[src/rtl/fir_interp_poly.sv]
// Polyphase FIR interpolator: one input sample in, PHASES filtered samples out (AXI-Stream).
// Define FIR_INTERP_SATURATE_EN to clamp outputs instead of wrapping.
module fir_interp_poly #(
    parameter int unsigned DATA_WIDTH = 16,
    parameter int unsigned COEF_WIDTH = 32,
    parameter int unsigned TAPS       = 4,
    parameter int unsigned PHASES     = 2,
    parameter int unsigned OUT_WIDTH  = 16,
    parameter int unsigned SHIFT      = 0
) (
    input  logic                                aclk,
    input  logic                                areset,
    input  logic [DATA_WIDTH-1:0]               s_axis_tdata,
    input  logic                                s_axis_tvalid,
    output logic                                s_axis_tready,
    input  logic [COEF_WIDTH*TAPS*PHASES-1:0]   coef_flat,
    output logic [OUT_WIDTH-1:0]                m_axis_tdata,
    output logic                                m_axis_tvalid,
    input  logic                                m_axis_tready,
    output logic                                m_axis_tlast
);

    localparam int unsigned ProdWidth = DATA_WIDTH + COEF_WIDTH;
    localparam int unsigned AccWidth  = ProdWidth + $clog2(TAPS);
    localparam int unsigned PhW       = (PHASES > 1) ? $clog2(PHASES) : 1;
    localparam logic [PhW-1:0] LastPhase = PhW'(PHASES - 1);

    typedef enum logic [1:0] {StIdle, StLoad, StEmit} state_e;

    state_e                        state_q;
    logic signed [DATA_WIDTH-1:0]  x_q [TAPS];
    logic [PhW-1:0]                phase_q;

    logic signed [COEF_WIDTH-1:0]  coef [PHASES][TAPS];
    logic signed [AccWidth-1:0]    acc;
    logic signed [AccWidth-1:0]    shifted;
    logic [OUT_WIDTH-1:0]          out_d;

    for (genvar p = 0; p < PHASES; p++) begin : g_phase
        for (genvar k = 0; k < TAPS; k++) begin : g_tap
            assign coef[p][k] = coef_flat[(p*TAPS+k)*COEF_WIDTH +: COEF_WIDTH];
        end
    end

    always_comb begin
        logic signed [ProdWidth-1:0] prod;
        acc = '0;
        for (int k = 0; k < TAPS; k++) begin
            prod = x_q[k] * coef[phase_q][k];
            acc  = acc + AccWidth'(prod);
        end
        shifted = acc >>> SHIFT;
    end

`ifdef FIR_INTERP_SATURATE_EN
    localparam logic signed [AccWidth-1:0] OutMax =
        {{(AccWidth-OUT_WIDTH+1){1'b0}}, {(OUT_WIDTH-1){1'b1}}};
    localparam logic signed [AccWidth-1:0] OutMin =
        {{(AccWidth-OUT_WIDTH+1){1'b1}}, {(OUT_WIDTH-1){1'b0}}};

    always_comb begin
        if (shifted > OutMax) begin
            out_d = OutMax[OUT_WIDTH-1:0];
        end else if (shifted < OutMin) begin
            out_d = OutMin[OUT_WIDTH-1:0];
        end else begin
            out_d = shifted[OUT_WIDTH-1:0];
        end
    end
`else
    always_comb begin
        out_d = shifted[OUT_WIDTH-1:0];
    end
`endif

    assign s_axis_tready = (state_q == StIdle);

    always_ff @(posedge aclk or posedge areset) begin
        if (areset) begin
            state_q       <= StIdle;
            phase_q       <= '0;
            m_axis_tdata  <= '0;
            m_axis_tvalid <= 1'b0;
            m_axis_tlast  <= 1'b0;
            for (int k = 0; k < TAPS; k++) begin
                x_q[k] <= '0;
            end
        end else begin
            unique case (state_q)
                StIdle: begin
                    if (s_axis_tvalid) begin
                        x_q[0] <= s_axis_tdata;
                        for (int k = 1; k < TAPS; k++) begin
                            x_q[k] <= x_q[k-1];
                        end
                        phase_q <= '0;
                        state_q <= StLoad;
                    end
                end
                StLoad: begin
                    m_axis_tdata  <= out_d;
                    m_axis_tvalid <= 1'b1;
                    m_axis_tlast  <= (phase_q == LastPhase);
                    state_q       <= StEmit;
                end
                StEmit: begin
                    // tdata/tlast are left untouched so they stay stable across a stall.
                    if (m_axis_tready) begin
                        m_axis_tvalid <= 1'b0;
                        if (phase_q != LastPhase) begin
                            phase_q <= phase_q + 1'b1;
                            state_q <= StLoad;
                        end else begin
                            state_q <= StIdle;
                        end
                    end
                end
                default: state_q <= StIdle;
            endcase
        end
    end

endmodule
[config.mk]
export PLATFORM = sky130hd
export DESIGN_NAME = fir_interp_poly
export DESIGN_NICKNAME = d
export VERILOG_FILES = /design/src/rtl/fir_interp_poly.sv
export SDC_FILE = /design/constraint.sdc
export NUM_CORES = 1
export LEC_CHECK = 0
export ABC_AREA = 1
export CAP_MARGIN = 20
export CORE_UTILIZATION = 44
export DETAILED_ROUTE_END_ITERATION = 6
export GPL_TIMING_DRIVEN = 1
export HOLD_SLACK_MARGIN = 0.1
export PLACE_DENSITY_LB_ADDON = 0.05
export SLEW_MARGIN = 20
export SYNTH_ARGS = -nofsm -noshare
export SYNTH_HDL_FRONTEND = slang
export SYNTH_SLANG_ARGS = --single-unit
[constraint.sdc]
create_clock -name aclk -period 22.9 [get_ports aclk]
set_input_delay 3.435 -clock aclk [delete_from_list [all_inputs] [get_ports aclk]]
set_output_delay 3.435 -clock aclk [all_outputs]
set_load 0.03 [all_outputs]
==> impl_metrics.json, run 1 <==
{
  "post_synth_xor_area_fraction_pct": 1.367,
  "main_combinational_cell_family_by_area_after_synthesis": "adder cells",
  "synth.mux.area_fraction_pct": 0.05235,
  "initial_cell_density_of_the_core_pct": 44.86,
  "finalCriticalPeriod_ns": 11.50,
  "rows": 80,
  "tns_ns": 0,
  "hold_buffers": 0,
  "unrepaired_setup_endpoints_after_global_routing": "false",
  "final_util_pct": 49.85,
  "vias": 17652,
  "synth_top_area_share_pct": 36.30,
  "h_tree_levels": 3,
  "synth-edff-count": 0,
  "yosysTopAreaCell": "sky130_fd_sc_hd__fa_1",
  "synth_area_per_cell_um2": 7.539,
  "syn-num-nets": 3723,
  "seq_area_frac_synth_pct": 9.889,
  "routed_wl_um": 63400,
  "antenna_violations_before_repair": 1,
  "cts_root_buf": "sky130_fd_sc_hd__clkbuf_16",
  "core_area_um2": 47950,
  "first_iter_violations": 1013,
  "cts_num_sinks": 85,
  "gr-usage-all-layers_pct": 26.71,
  "detail_route.vias_per_cell": 4.918,
  "path_class": "in2reg",
  "postSynthRegisterBits": 85,
  "die_area_um2": 49770,
  "async_reset_ff_share_pct": 100.0,
  "dieHeight_um": 223.1,
  "slowest_delay_ns": 0.61,
  "compound_gate_portion_of_the_synthesized_area_pct": 3.385,
  "cts_buffers": 9,
  "maxSlewHeadroom_pct": 46.85,
  "clock_path_buffers": 2,
  "diodes": 0,
  "grt_pass1_vias": 18286,
  "max_clock_freq_ghz": 0.08696,
  "tritoncts": "built",
  "grt_pass1_wl_um": 101100,
  "worstPathArrival_ns": 11.78,
  "synth_fa_ha_area_share_pct": 48.16,
  "synth_cell_count_leaders": "758 x sky130_fd_sc_hd__inv_1, 673 x sky130_fd_sc_hd__nand2_1, 390 x sky130_fd_sc_hd__fa_1",
  "result_of_the_run": "finished clean",
  "boundaryPins": 295,
  "post_detailed_placement_half_perimeter_wirelength_um": 55260,
  "timing.final.setup_violations": 0,
  "timing.hold.worst.class": "reg2reg",
  "numPortBuffers": 166,
  "drt_pre_antenna_iters": 7,
  "ys.flop_type": "sky130_fd_sc_hd__dfrtp_1",
  "mapped_area_um2": 21510,
  "clkLatencyLatePin_ns": 0.39,
  "critPathRequiredTime_ns": 23.19,
  "chipWidth_um": 223.1,
  "gpl_congestion": 0.9140,
  "synthTopCellsByArea": "sky130_fd_sc_hd__fa_1 36%, sky130_fd_sc_hd__inv_1 13%, sky130_fd_sc_hd__ha_1 12%, sky130_fd_sc_hd__nand2_1 12%, sky130_fd_sc_hd__dfrtp_1 9.9%",
  "grt_remaining_overflow": 0,
  "setup.worst_path.end_class": "register",
  "postCtsSetupRepairBufs": 0,
  "final.period_utilization_pct": 50.22,
  "slew_violations": 0,
  "final_hold_viol_count": 0,
  "maxcap_violations": 0,
  "worstMarginPinSlew_ns": 0.7973,
  "routed_wire_length_per_instance_um": 17.66,
  "detail-route-antenna-nets": 0,
  "library_cells_used_by_synthesis": 38,
  "path_max_fanout": 10,
  "timing.critical_path.slowest_stage_cell": "sky130_fd_sc_hd__fa_1",
  "yosys_warnings": 0,
  "clock_skew_ns": 0.01208,
  "synthSimpleGateAreaFrac_pct": 21.73,
  "final_layout_size_suffix_gt1_share_pct": 2.690,
  "hold_slack_ns": 0.4731,
  "post_cts_resized": 0,
  "remaining_drc_errors": 0,
  "synth_most_common_cell": "sky130_fd_sc_hd__inv_1",
  "clk_pin_slew_worst_paths_ns": 0.07,
  "layout.nets": 3839,
  "critPathLaunchType": "primary input",
  "grt_start_max_net_pins": 77,
  "synthesis.instances": 2853,
  "area_delta_synth_final_pct": 11.13
}
-- flip-flops by register name, summed over array words and instances (netlist names) --
signal,count
state_q,2
phase_q,1
m_axis_tlast,1
m_axis_tdata,16
m_axis_tvalid,1
x_q,64
-- path summary, 6_finish.rpt --
check / slack [ns] / startpoint / depth (start not counted) / endpoint
setup / recovery: 11.40 / coef_flat[193] / 35 / m_axis_tdata[15]
setup reg to reg: 13.28 / phase_q / 36 / m_axis_tdata[15]
hold / removal: 0.47 / m_axis_tdata[2] / 2 / m_axis_tdata[2]
hold reg to reg: 0.47 / m_axis_tdata[2] / 2 / m_axis_tdata[2]
max in group asynchronous: 18.22 / areset / 3 / phase_q
min in group asynchronous: 3.44 / areset / 2 / m_axis_tdata[7]
-- logic make-up after synthesis --
| group | count (synthesis) |
|---|---|
| mux | 1 |
| buf+inv | 847 |
| compound gates | 129 |
| flops | 85 |
| fa+ha+maj | 594 |
| simple gates | 1165 |
| xor+xnor | 32 |
-- final cells by class --
| type | count | area (um^2) |
|---|---|---|
| tap | 615 | 769.5 |
| clock inverter | 6 | 51.30 |
| sequential | 85 | 2131 |
| timing repair buffer | 173 | 1714 |
| fill | 4866 | 24040 |
| multi-input combinational | 1921 | 16080 |
| inverter | 779 | 2929 |
| clock buffer | 10 | 229.0 |
-- worst max-delay path: cells and delay by family --
| family | cells | cell delay [ns] |
|---|---|---|
| adders and majority gates | 10 | 5.21 |
| buffers and inverters | 10 | 1.43 |
| and+or+nand+nor | 15 | 1.69 |
-- placed cells by master (no fill, tap or decap), types with 8 or more instances in the layout --
cell type and count:
sky130_fd_sc_hd__or2_2 8, sky130_fd_sc_hd__clkinv_1 11, sky130_fd_sc_hd__clkdlybuf4s50_1 166, sky130_fd_sc_hd__ha_1 204, sky130_fd_sc_hd__nand2_2 24, sky130_fd_sc_hd__nand2_1 672, sky130_fd_sc_hd__dfrtp_1 84, sky130_fd_sc_hd__inv_1 757
sky130_fd_sc_hd__o21ai_0 67, sky130_fd_sc_hd__fa_1 390, sky130_fd_sc_hd__nand3b_1 14, sky130_fd_sc_hd__xnor2_1 19, sky130_fd_sc_hd__inv_2 9, sky130_fd_sc_hd__nor2_1 328, sky130_fd_sc_hd__o21ai_1 14, sky130_fd_sc_hd__nand3_1 102
sky130_fd_sc_hd__xor2_1 12, sky130_fd_sc_hd__clkbuf_16 9, sky130_fd_sc_hd__a21oi_1 26, sky130_fd_sc_hd__o21ai_2 9
-- through the flow --
step | cell area (um^2) | std cells | setup slack (ns)
finish | 23900 | 3589 | 11.40
CTS | 23900 | 3589 | 11.29
floorplan | 21510 | 2853 | 12.41
global route | 23900 | 3589 | 11.04
global placement | 23620 | 3573 | 10.99
detailed placement | 23620 | 3573 | 10.89
-- per-layer routing --
| layer | routed length, um | track usage (%) |
|---|---|---|
| met4 | 1016 | 6.162 |
| met5 | 0 | 0 |
| met3 | 2519 | 1.844 |
| met2 | 30400 | 45.70 |
| met1 | 29460 | 37.04 |
Power of run 1 is left out: the tool's default activity adds up to more than one toggle a clock period on the data nets, which glitch-free logic cannot reach.
==> run 2: changes to the inputs <==
==> constraint.sdc (replaced) <==
create_clock -name aclk -period 11.24 [get_ports aclk]
set_input_delay 1.686 -clock aclk [delete_from_list [all_inputs] [get_ports aclk]]
set_output_delay 1.686 -clock aclk [all_outputs]
set_load 0.03 [all_outputs]
==> impl_metrics.json, run 2 (synthesis gave the netlist of run 1 again) <==
{
  "final_hold_viol_count": 0,
  "r2r_setup_slk_ns": 2.00,
  "timing.critical_path.slowest_stage_cell": "sky130_fd_sc_hd__fa_1",
  "detail-route-antenna-nets": 0,
  "routed_wire_length_per_instance_um": 17.54,
  "timing.hold.worst.class": "reg2reg",
  "routed_wl_um": 63070,
  "final.period_utilization_pct": 84.49,
  "grt_start_max_net_pins": 79,
  "remaining_drc_errors": 0,
  "gr-usage-all-layers_pct": 26.86,
  "grt_remaining_overflow": 0,
  "clock_path_buffers": 2,
  "clkLatencyLatePin_ns": 0.41,
  "chipWidth_um": 223.1,
  "antenna_violations_before_repair": 4,
  "clk_pin_slew_worst_paths_ns": 0.07,
  "slowest_delay_ns": 0.61,
  "result_of_the_run": "finished clean",
  "detail_route.vias_per_cell": 4.888,
  "largest_registers": "x_q x64, m_axis_tdata x16, state_q x2",
  "maxSlewHeadroom_pct": 46.07,
  "grt_pass1_vias": 18206,
  "mostFrequentLayoutCell": "sky130_fd_sc_hd__inv_1",
  "finalCriticalPeriod_ns": 9.497,
  "dieHeight_um": 223.1,
  "maxcap_violations": 0,
  "fin_cells": 3595,
  "flip_flop_count_of_the_largest_register_all_copies_and_words_added": 64,
  "gpl_congestion": 0.9117,
  "core_area_um2": 47950,
  "worstPathArrival_ns": 9.79,
  "layout.nets": 3844,
  "post_place_setup_slack_ns": 1.274,
  "post_detailed_placement_half_perimeter_wirelength_um": 55020,
  "slew_violations": 0,
  "timing.final.setup_violations": 0,
  "area_delta_synth_final_pct": 11.62,
  "postCtsSetupRepairBufs": 0,
  "drt_pre_antenna_iters": 6,
  "post-place-cells": 3578,
  "clock_skew_ns": 0.01665,
  "regMostFlops": "x_q",
  "first_iter_violations": 1065,
  "path_max_fanout": 10,
  "initial_cell_density_of_the_core_pct": 44.86,
  "total_placed_instance_area_um2": 23660,
  "hold-path-cell-count": 2,
  "max_clock_freq_ghz": 0.1053,
  "hold_buffers": 0,
  "cts_root_buf": "sky130_fd_sc_hd__clkbuf_16",
  "h_tree_levels": 3,
  "critPathRequiredTime_ns": 11.53,
  "numPortBuffers": 166,
  "design_area_um2": 24010,
  "vias": 17574,
  "grt_pass1_wl_um": 100700,
  "worstMarginPinSlew_ns": 0.8089,
  "rows": 80,
  "tritoncts": "built",
  "final_cell_mix": "757 x sky130_fd_sc_hd__inv_1, 672 x sky130_fd_sc_hd__nand2_1, 390 x sky130_fd_sc_hd__fa_1",
  "path_class": "in2reg",
  "postLayoutSetupSlackWorst_ns": 1.743,
  "setup.worst_path.end_class": "register",
  "unrepaired_setup_endpoints_after_global_routing": "false",
  "route.met3.wl_um": 3691,
  "cts_num_sinks": 85,
  "met2_length_um": 29680,
  "critPathLaunchType": "primary input",
  "r2r.worst_path.cells": 36,
  "post_cts_resized": 0,
  "final_layout_size_suffix_gt1_share_pct": 2.853,
  "highest-signal-layer": "met4",
  "boundaryPins": 295,
  "filler_cell_count": 4741,
  "cts_buffers": 9,
  "tns_ns": 0,
  "met1Wirelength_um": 28120,
  "die_area_um2": 49770
}
[run 2: layout make-up]
type,instances,area (um^2),share of cell area (%)
Multi-Input combinational cell,1921,16080,66.95
Sequential cell,85,2131,8.875
Inverter,779,2929,12.20
Antenna cell,1,2.502,0.01042
Tap cell,615,769.5,3.205
Clock buffer,9,225.2,0.9380
Timing Repair Buffer,178,1752,7.296
Clock inverter,7,125.1,0.5211
[run 2: per-layer routing]
layer  vias up  global-route usage, %
li1       8474                      -
met1      8613                  35.98
met2       416                  43.95
met3        71                  5.215
met4         0                  8.187
met5         -                      0
[run 2: worst max-delay path: cells and delay by family]
kind | cells | cell delay [ns]
and+or+nand+nor | 15 | 1.57
adders and majority gates | 10 | 5.19
buffers and inverters | 11 | 1.32
[run 2: stage by stage]
stage               utilization [%]  hold slack (ns)
global placement              49.34           0.4598
finish                        50.08           0.4780
CTS                           50.07           0.4799
global route                  50.07           0.5033
floorplan                         -           0.4530
detailed placement            49.34           0.4621
[run 2: final timing paths]
path,start,endpoint
max in group asynchronous,areset,x_q[14]
worst max register to register,phase_q,m_axis_tdata[15]
min in group asynchronous,areset,m_axis_tdata[9]
worst min register to register,m_axis_tdata[4],m_axis_tdata[4]
worst max-delay path,coef_flat[65],m_axis_tdata[15]
worst min-delay path,m_axis_tdata[4],m_axis_tdata[4]
Power of run 2 is left out for the same reason.
==> run 3: changes to the inputs <==
==> constraint.sdc (replaced) <==
create_clock -name aclk -period 8 [get_ports aclk]
set_input_delay 1.2 -clock aclk [delete_from_list [all_inputs] [get_ports aclk]]
set_output_delay 1.2 -clock aclk [all_outputs]
set_load 0.03 [all_outputs]
==> impl_metrics.json, run 3 (synthesis gave the netlist of run 1 again) <==
{
  "final_util_pct": 58.40,
  "tritoncts": "built",
  "unrepaired_setup_endpoints_after_global_routing": "true",
  "chipWidth_um": 223.1,
  "critical_path.endpoint": "m_axis_tdata[15]",
  "core_area_um2": 47950,
  "path_max_fanout": 5,
  "critPathLaunchType": "primary input",
  "layout.nets": 4231,
  "postLayoutSetupSlackWorst_ns": -0.2204,
  "worstMarginPinSlew_ns": 0.9005,
  "grt_pass1_wl_um": 112800,
  "timing.final.setup_violations": 4,
  "grt_pass1_vias": 19993,
  "numPortBuffers": 166,
  "cts_buffers": 9,
  "clk_pin_slew_worst_paths_ns": 0.09,
  "first_iter_violations": 1092,
  "mostFrequentLayoutCell": "sky130_fd_sc_hd__inv_1",
  "final_layout_size_suffix_gt1_share_pct": 21.78,
  "r2r_setup_slk_ns": -0.20,
  "maxSlewHeadroom_pct": 39.96,
  "crit-reg2reg-launch": "phase_q",
  "rows": 80,
  "routed_wire_length_per_instance_um": 18.02,
  "largest_registers": "x_q x64, m_axis_tdata x16, state_q x2",
  "boundaryPins": 295,
  "h_tree_levels": 3,
  "remaining_drc_errors": 0,
  "filler_cell_count": 4614,
  "drt_pre_antenna_iters": 5,
  "clock_path_buffers": 2,
  "timing.critical_path.slowest_stage_cell": "sky130_fd_sc_hd__fa_2",
  "max_clock_freq_ghz": 0.1216,
  "cts_num_sinks": 85,
  "grt_start_max_net_pins": 81,
  "multiInputGateArea_um2": 16940,
  "path_common_cell": "sky130_fd_sc_hd__fa_1",
  "timing.hold.worst.class": "reg2reg",
  "design_area_um2": 28000,
  "final_cell_mix": "679 x sky130_fd_sc_hd__inv_1, 612 x sky130_fd_sc_hd__nand2_1, 354 x sky130_fd_sc_hd__fa_1",
  "path_class": "in2reg",
  "result_of_the_run": "finished with violations",
  "clkLatencyLatePin_ns": 0.40,
  "slew_violations": 0,
  "clock_skew_ns": 0.01606,
  "flip_flop_count_of_the_largest_register_all_copies_and_words_added": 64,
  "post_place_setup_slack_ns": -1.080,
  "r2r.worst_path.cells": 34,
  "final.period_utilization_pct": 102.8,
  "post_detailed_placement_half_perimeter_wirelength_um": 61310,
  "vias": 19288,
  "regMostFlops": "x_q",
  "setup.worst_path.end_class": "register",
  "gr-usage-all-layers_pct": 30.23,
  "finalCriticalPeriod_ns": 8.220,
  "final_hold_viol_count": 0,
  "worstPathArrival_ns": 8.52,
  "failed_checks": "setup timing",
  "area_delta_synth_final_pct": 30.17,
  "total_placed_instance_area_um2": 25840,
  "maxcap_violations": 0,
  "dieHeight_um": 223.1,
  "hold_buffers": 0,
  "gpl_congestion": 0.9371,
  "detail-route-antenna-nets": 0,
  "grt_remaining_overflow": 0,
  "routed_wl_um": 71750,
  "slowest_delay_ns": 0.61,
  "initial_cell_density_of_the_core_pct": 44.86,
  "cts_root_buf": "sky130_fd_sc_hd__clkbuf_16",
  "worstReg2RegEnd": "m_axis_tdata[15]",
  "die_area_um2": 49770,
  "seq_area_um2": 2131,
  "crit_start": "coef_flat[96]",
  "critPathRequiredTime_ns": 8.30,
  "detail_route.vias_per_cell": 4.844,
  "antenna_violations_before_repair": 3
}
[run 3: cell count changes in the layout (fill, tap and decap cells not counted), sizes merged, moves of 4 or more]
cell           delta
buf             +390
clkbuf            +4
clkdlybuf4s15     +6
clkdlybuf4s50    -52
dlygate4sd2      +35
dlymetal6s2s      +4
[run 3: final cells by class]
class	count	share of cell area [%]
inverters	779	10.66
clock buffers	9	0.8044
multi-input cells	1921	60.51
diodes	1	0.008937
well taps	615	2.748
clock inverters	7	0.2726
repair buffers	565	17.38
flip-flops and latches	85	7.610
[run 3: metal layers]
| metal | wire length (um) | track usage, % |
|---|---|---|
| met5 | 0 | 0 |
| met4 | 2563 | 10.37 |
| met3 | 3287 | 3.055 |
| met2 | 33430 | 49.27 |
| met1 | 32460 | 42.02 |
[run 3: what timing repair did]
| action | 4_1_cts | 5_1_grt |
|---|---|---|
| setup endpoints to repair | 8 | 9 |
| setup buffers | 92 | 27 |
| resized for setup | 313 | 119 |
| pin swaps | 180 | 74 |
[run 3: critical path, delay by kind of cell]
family / cells / cell delay [ns]
buffers and inverters: 9 / 0.80
adder cells (fa/ha/maj): 11 / 5.34
AND/OR/NAND/NOR: 11 / 0.84
AO/OA/AOI/OAI: 2 / 0.37
[run 3: through the flow]
stage,hold WS (ns),setup TNS [ns],cells
after floorplan,0.4530,-0.01387,2853
after global placement,0.4534,-6.625,3849
after detailed placement,0.4584,-6.686,3849
after CTS,0.4791,-0.7014,3955
after global routing,0.5137,-1.804,3981
final,0.4754,-0.6133,3982
[run 3: worst min path at each step]
stage / from / end / slack [ns] / cells after the start
2_1_floorplan: x_q[45] / x_q[45] / 0.45 / 2
3_3_place_gp: m_axis_tvalid / m_axis_tvalid / 0.45 / 2
3_5_place_dp: m_axis_tdata[4] / m_axis_tdata[4] / 0.46 / 2
4_1_cts: m_axis_tdata[4] / m_axis_tdata[4] / 0.48 / 2
5_1_grt: m_axis_tdata[2] / m_axis_tdata[2] / 0.51 / 2
6_report: m_axis_tdata[2] / m_axis_tdata[2] / 0.48 / 2
Power of run 3 is left out for the same reason.
